[config.mk]
export PLATFORM = sky130hd
export DESIGN_NAME = hsv_core_mem_txn_tracker
export DESIGN_NICKNAME = d
export VERILOG_FILES = /design/src/rtl/hsv_core_pkg.sv /design/src/rtl/hsv_core_mem_addr_fifo.sv /design/src/rtl/hsv_core_mem_txn_tracker.sv
export SDC_FILE = /design/constraint.sdc
export NUM_CORES = 1
export LEC_CHECK = 0
export ABC_CLOCK_PERIOD_IN_PS = 4900
export CELL_PAD_IN_SITES_DETAIL_PLACEMENT = 2
export CELL_PAD_IN_SITES_GLOBAL_PLACEMENT = 2
export CORE_ASPECT_RATIO = 1.1
export CORE_MARGIN = 4
export CORE_UTILIZATION = 41
export DETAILED_ROUTE_END_ITERATION = 10
export PLACE_DENSITY = 0.87
export SETUP_SLACK_MARGIN = 0.15
export SLEW_MARGIN = 15
export SYNTH_ARGS = -nofsm -noshare
export SYNTH_HDL_FRONTEND = slang
export SYNTH_SLANG_ARGS = --single-unit
[constraint.sdc]
create_clock -name clk_core -period 4.9 [get_ports clk_core]
set_input_delay 0.98 -clock clk_core [delete_from_list [all_inputs] [get_ports clk_core]]
set_output_delay 0.98 -clock clk_core [all_outputs]
set_load 0.05 [all_outputs]
[src/rtl/hsv_core_pkg.sv]
// Shared types for the core memory unit.
//   mem_counter       : wide enough to hold 0..max(MEM_MAX_READS, MEM_MAX_WRITES)
//   word              : 32-bit data/address word
//   txn_fence_state_t : fence drain FSM states of the transaction tracker
package hsv_core_pkg;

   localparam int MEM_MAX_READS  = 8;
   localparam int MEM_MAX_WRITES = 8;
   localparam int MEM_MAX_TXNS   = (MEM_MAX_READS > MEM_MAX_WRITES) ? MEM_MAX_READS : MEM_MAX_WRITES;
   localparam int MEM_COUNTER_W  = $clog2(MEM_MAX_TXNS + 1);

   typedef logic [MEM_COUNTER_W-1:0] mem_counter;
   typedef logic [31:0]              word;

   typedef enum logic {
      TXN_IDLE,
      TXN_DRAIN
   } txn_fence_state_t;

endpackage

[src/rtl/hsv_core_mem_addr_fifo.sv]
// In-order address FIFO with a combinational head read.
//   clk_core, rst_core_n : clock, asynchronous active-low reset (pointers only)
//   push, push_data      : enqueue push_data (ignored when full)
//   pop                  : dequeue the head (ignored when empty)
//   head                 : oldest entry, don't-care when empty
//   full, empty          : occupancy flags
module hsv_core_mem_addr_fifo #(
   parameter int DEPTH = 8,
   parameter int WIDTH = 32
) (
   input  logic             clk_core,
   input  logic             rst_core_n,
   input  logic             push,
   input  logic [WIDTH-1:0] push_data,
   input  logic             pop,
   output logic [WIDTH-1:0] head,
   output logic             full,
   output logic             empty
);

   localparam int AW = $clog2(DEPTH);

   // One extra pointer bit separates "full" from "empty" when the indices match.
   logic [AW:0]      rd_ptr;
   logic [AW:0]      wr_ptr;
   logic [WIDTH-1:0] mem [DEPTH];
   logic             do_push;
   logic             do_pop;

   assign full    = (rd_ptr[AW] != wr_ptr[AW]) && (rd_ptr[AW-1:0] == wr_ptr[AW-1:0]);
   assign empty   = (rd_ptr == wr_ptr);
   assign do_push = push & ~full;
   assign do_pop  = pop & ~empty;
   assign head    = mem[rd_ptr[AW-1:0]];

   always_ff @(posedge clk_core or negedge rst_core_n) begin
      if (!rst_core_n) begin
         rd_ptr <= '0;
         wr_ptr <= '0;
      end else begin
         if (do_push) wr_ptr <= wr_ptr + (AW+1)'(1);
         if (do_pop)  rd_ptr <= rd_ptr + (AW+1)'(1);
      end
   end

   // Storage carries no reset; only the pointers define validity.
   always_ff @(posedge clk_core) begin
      if (do_push) mem[wr_ptr[AW-1:0]] <= push_data;
   end

endmodule

[src/rtl/hsv_core_mem_txn_tracker.sv]
// Outstanding AXI transaction tracker for the data-memory unit.
//   Issue side     : issue_read/issue_write(+address), can_issue_read/can_issue_write
//   Completion side: pending_reads_down/pending_writes_down, pending_reads/pending_writes,
//                    pending_write_completed_address (address of the next B response)
//   Fence          : fence_request in, fence_valid out while draining, fence_ready to leave
//   Debug          : underflow_error, sticky until reset
//   flush only returns the fence FSM to IDLE; responses still owed keep being counted.
module hsv_core_mem_txn_tracker
   import hsv_core_pkg::*;
#(
   parameter int MAX_READS  = MEM_MAX_READS,
   parameter int MAX_WRITES = MEM_MAX_WRITES
) (
   input  logic       clk_core,
   input  logic       rst_core_n,
   input  logic       flush,
   input  logic       issue_read,
   input  logic       issue_write,
   input  word        issue_write_address,
   output logic       can_issue_read,
   output logic       can_issue_write,
   input  logic       pending_reads_down,
   input  logic       pending_writes_down,
   output mem_counter pending_reads,
   output mem_counter pending_writes,
   output word        pending_write_completed_address,
   input  logic       fence_request,
   output logic       fence_valid,
   input  logic       fence_ready,
   output logic       underflow_error
);

   localparam mem_counter RD_FULL = mem_counter'(MAX_READS);
   localparam mem_counter WR_FULL = mem_counter'(MAX_WRITES);

   txn_fence_state_t state, state_nxt;

   logic       rd_up, rd_dn, wr_up, wr_dn;
   logic       underflow_evt;
   mem_counter pending_reads_nxt, pending_writes_nxt;
   logic       fifo_full, fifo_empty;

   // Overflowing issues and down events at zero are dropped here, so the
   // counters saturate and the FIFO never sees an illegal push or pop.
   assign rd_up         = issue_read  & (pending_reads  != RD_FULL);
   assign wr_up         = issue_write & (pending_writes != WR_FULL);
   assign rd_dn         = pending_reads_down  & (pending_reads  != '0);
   assign wr_dn         = pending_writes_down & (pending_writes != '0);
   assign underflow_evt = (pending_reads_down  & (pending_reads  == '0))
                        | (pending_writes_down & (pending_writes == '0));

   always_comb begin
      pending_reads_nxt  = pending_reads  + mem_counter'(rd_up) - mem_counter'(rd_dn);
      pending_writes_nxt = pending_writes + mem_counter'(wr_up) - mem_counter'(wr_dn);
   end

   always_ff @(posedge clk_core or negedge rst_core_n) begin
      if (!rst_core_n) begin
         pending_reads   <= '0;
         pending_writes  <= '0;
         underflow_error <= 1'b0;
      end else begin
         pending_reads  <= pending_reads_nxt;
         pending_writes <= pending_writes_nxt;
         if (underflow_evt) underflow_error <= 1'b1;
      end
   end

   // Issue gating uses the registered count only: a full counter draining this
   // cycle reopens issue next cycle.
   assign can_issue_read  = (pending_reads  != RD_FULL) & (state == TXN_IDLE) & ~fence_request;
   assign can_issue_write = (pending_writes != WR_FULL) & (state == TXN_IDLE) & ~fence_request;

   hsv_core_mem_addr_fifo #(
      .DEPTH (MAX_WRITES),
      .WIDTH ($bits(word))
   ) u_wr_addr_fifo (
      .clk_core   (clk_core),
      .rst_core_n (rst_core_n),
      .push       (wr_up),
      .push_data  (issue_write_address),
      .pop        (wr_dn),
      .head       (pending_write_completed_address),
      .full       (fifo_full),
      .empty      (fifo_empty)
   );

   // Fence FSM: state register
   always_ff @(posedge clk_core or negedge rst_core_n) begin
      if (!rst_core_n) state <= TXN_IDLE;
      else             state <= state_nxt;
   end

   // Fence FSM: next state; flush always abandons a drain
   always_comb begin
      state_nxt = state;
      unique case (state)
         TXN_IDLE:  if (fence_request & ~flush) state_nxt = TXN_DRAIN;
         TXN_DRAIN: if (fence_ready | flush)    state_nxt = TXN_IDLE;
         default:                               state_nxt = TXN_IDLE;
      endcase
   end

   // Fence FSM: outputs
   always_comb begin
      fence_valid = (state == TXN_DRAIN);
   end

   // The request stage must never fire an issue at capacity.
   a_no_read_overflow: assert property (@(posedge clk_core) disable iff (!rst_core_n)
      !(issue_read && pending_reads == RD_FULL));
   a_no_write_overflow: assert property (@(posedge clk_core) disable iff (!rst_core_n)
      !(issue_write && pending_writes == WR_FULL));
   // FIFO occupancy tracks the write counter exactly.
   a_fifo_tracks_count: assert property (@(posedge clk_core) disable iff (!rst_core_n)
      (fifo_empty == (pending_writes == '0)) && (fifo_full == (pending_writes == WR_FULL)));

endmodule
==> results.yml <==
die:
  initial_core_util: 0.4165
  die_area_um2: 29150
  die_h_um: 178.7
  fp.coreArea_um2: 26070
  num_rows: 62
  die-width_um: 163.1
  io_pins: 85
synth:
  synth_area_um2: 10860
  synth.ff_latch_count: 274
  yosysTopAreaCell: "edfxtp_1"
  synth_top_area_share: 0.7082
  synth_mux_area_frac: 0.1729
  yosysWarningCount: 0
  synth-adder-area-share: 0.01982
  synth_simple_gate_area_frac: 0.01763
  synth_top_family_by_area: "multiplexers"
  synth_edf_count: 256
  synth_cell_types: 40
  ys.flop_type: "edfxtp_1"
  synth_xor_area_frac: 0.009682
  synth_compound_area_frac: 0.008068
  synthTopCellsByArea: "edfxtp_1 (71%), mux4_2 (11%), dfrtp_1 (4.1%), mux2_2 (3.3%), mux4_1 (3.1%)"
  synthArstFlopShare: 0.06569
  syn-instance-count: 487
  syn_nets: 544
  yosysSeqAreaShare: 0.7497
  synth.avg_cell_area_um2: 22.29
clock_network:
  cts_buffers: 30
  cts-hold-fix-buffers: 0
  cts_root_buf: "clkbuf_16"
  cts_tree: "built"
  htreeDepth: 1
  postCtsSetupBuffers: 0
  ctsResizeCount: 0
  path_clk_slew_ns: 0.06
  clock_path_buffers: 3
  clkLatencyLatePin_ns: 0.56
  clock_sinks: 274
critical_path:
  cp.arrival_ns: 3.33
  critical_path_class: "reg2out"
  critPathMaxFanout: 33
  slowest_delay_ns: 0.90
  critPathRequiredTime_ns: 3.92
  cp-end-kind: "output port"
  path_buf_inv: 2
  startpoint_type: "flip-flop"
  cp_top_family: "buffers and inverters"
  cp_cell_sequence: "buf_4, mux4_2, mux2_2, clkdlybuf4s50_1"
  crit_slowest_cell: "dfrtp_2"
drt:
  wl_um: 26140
  first_iter_violations: 409
  wl_per_cell_um: 26.78
  drc: 0
  drtAntennaViolNets: 0
  dr_total_vias: 5166
  vias_per_cell: 5.293
  first_pass_iters: 4
sta:
  final_hold_viol_count: 0
  rsz0062_at_grt: "false"
  maxSlewViolCount: 0
  timing.final.crit_share: 0.8798
  relSlewSlack: 0.2270
  finClkSkew_ns: 0.01762
  finalSetupViolCount: 0
  worst_pin_slew_ns: 1.160
  min_period_ns: 4.311
  fmax_mhz: 232.0
  hold_ws_ns: 0.4890
power_and_ir_drop:
  powerDensity_nw_per_um2: 693.2
  p_total_mw: 9.105
  ir_worst_vdd_v: 0.0003556
  p_leak_nw: 4.393
finish:
  multi_input_area_um2: 2524
  fin_util: 0.5039
  seq_area_um2: 8144
  final_layout_size_suffix_gt1_frac: 0.2596
  final_cell_mix: "edfxtp_1 (256), clkdlybuf4s50_1 (84), mux4_2 (51)"
  final_common_cell: "edfxtp_1"
  final_net_count: 657
  antenna_cells: 0
  nFillCells: 2278
  fin_cells: 976
  syn_to_final_growth_pct: 21.00
  stdcell_area_um2: 13140
job:
  cap_violations: 0
grt:
  antenna_found_initial: 0
  grt_overflow_total: 0
  grt_pass1_vias: 6015
  grt_pass1_wl_um: 39360
  grt_max_degree: 36
  grt_util_all_layers: 0.1823
run_status:
  outcome: "finished, final reports clean"
place:
  port_buffers: 84
  dp_hpwl_um: 16220
  routabilityCongestion: 0.7261
  place_inst: 920
  place_area_um2: 12180
min_path:
  worstHoldPathType: "reg2reg"
==> synth_stat cells (3+ instances only) <==
cell	count
edfxtp_1	256
mux4_2	51
mux2_2	32
inv_1	19
dfrtp_1	18
ha_1	14
mux4_1	13
buf_2	10
xor2_1	7
a21oi_1	5
clkbuf_1	5
nand2_1	5
xnor2_1	5
nor2_1	4
nor4_1	4
and2_1	3
buf_12	3
buf_6	3
nand3_1	3
nor3_1	3
==> stage by stage <==
stage | TNS, ns | worst slack (ns)
2_1_floorplan | -36.11 | -0.2822
3_5_place_dp | 0 | 1.166
5_1_grt | 0 | 0.4756
3_3_place_gp | 0 | 1.211
6_report | 0 | 0.5889
4_1_cts | 0 | 0.5452
==> routing by layer <==
layer  wire [µm]  track usage  up-vias  share of wire
met5           0            0        -              0
met4         445      0.04020        0          0.017
met3         911      0.03035       38          0.035
met2       13990       0.3343      127           0.54
met1       10790       0.2284     2767           0.41
li1            -            -     2234              -
==> cell type report <==
cell class,count,share of cell area
inverters,19,0.005430
clock inverters,9,0.006477
flip-flops and latches,274,0.6200
repair buffers,103,0.07582
clock buffers,47,0.06658
well taps,352,0.03353
multi-input cells,172,0.1921
==> kinds of logic after synthesis <==
logic type	after synthesis
compound gates	14
xor+xnor	12
fa+ha+maj	16
buf+inv	41
flops	274
mux	98
simple gates	32
==> path summary, 6_finish.rpt <==
kind / slack (ns) / start / end / depth (start not counted)
max reg2reg: 1.67 / u_wr_addr_fifo.rd_ptr[2] / u_wr_addr_fifo.mem[5][11] / 5
min: 0.49 / fence_valid / fence_valid / 1
max in group asynchronous: 3.25 / rst_core_n / u_wr_addr_fifo.rd_ptr[0] / 1
max: 0.59 / u_wr_addr_fifo.rd_ptr[1] / pending_write_completed_address[0] / 4
min in group asynchronous: 0.96 / rst_core_n / u_wr_addr_fifo.wr_ptr[0] / 1
min reg2reg: 0.49 / fence_valid / fence_valid / 1
==> report_power, final <==
group          total, mW  switching, mW  internal [mW]
registers           3.37          0.359           3.01
clock network       2.18          0.899           1.28
logic               3.56           2.11           1.46
total               9.11           3.36           5.74
==> sequential cells by signal, summed over array words and instances, names as in the netlist <==
register	cells
fence_valid	1
u_wr_addr_fifo.mem	256
pending_writes	4
u_wr_addr_fifo.wr_ptr	4
pending_reads	4
u_wr_addr_fifo.rd_ptr	4
underflow_error	1
Power figures use the tool's default switching activity.
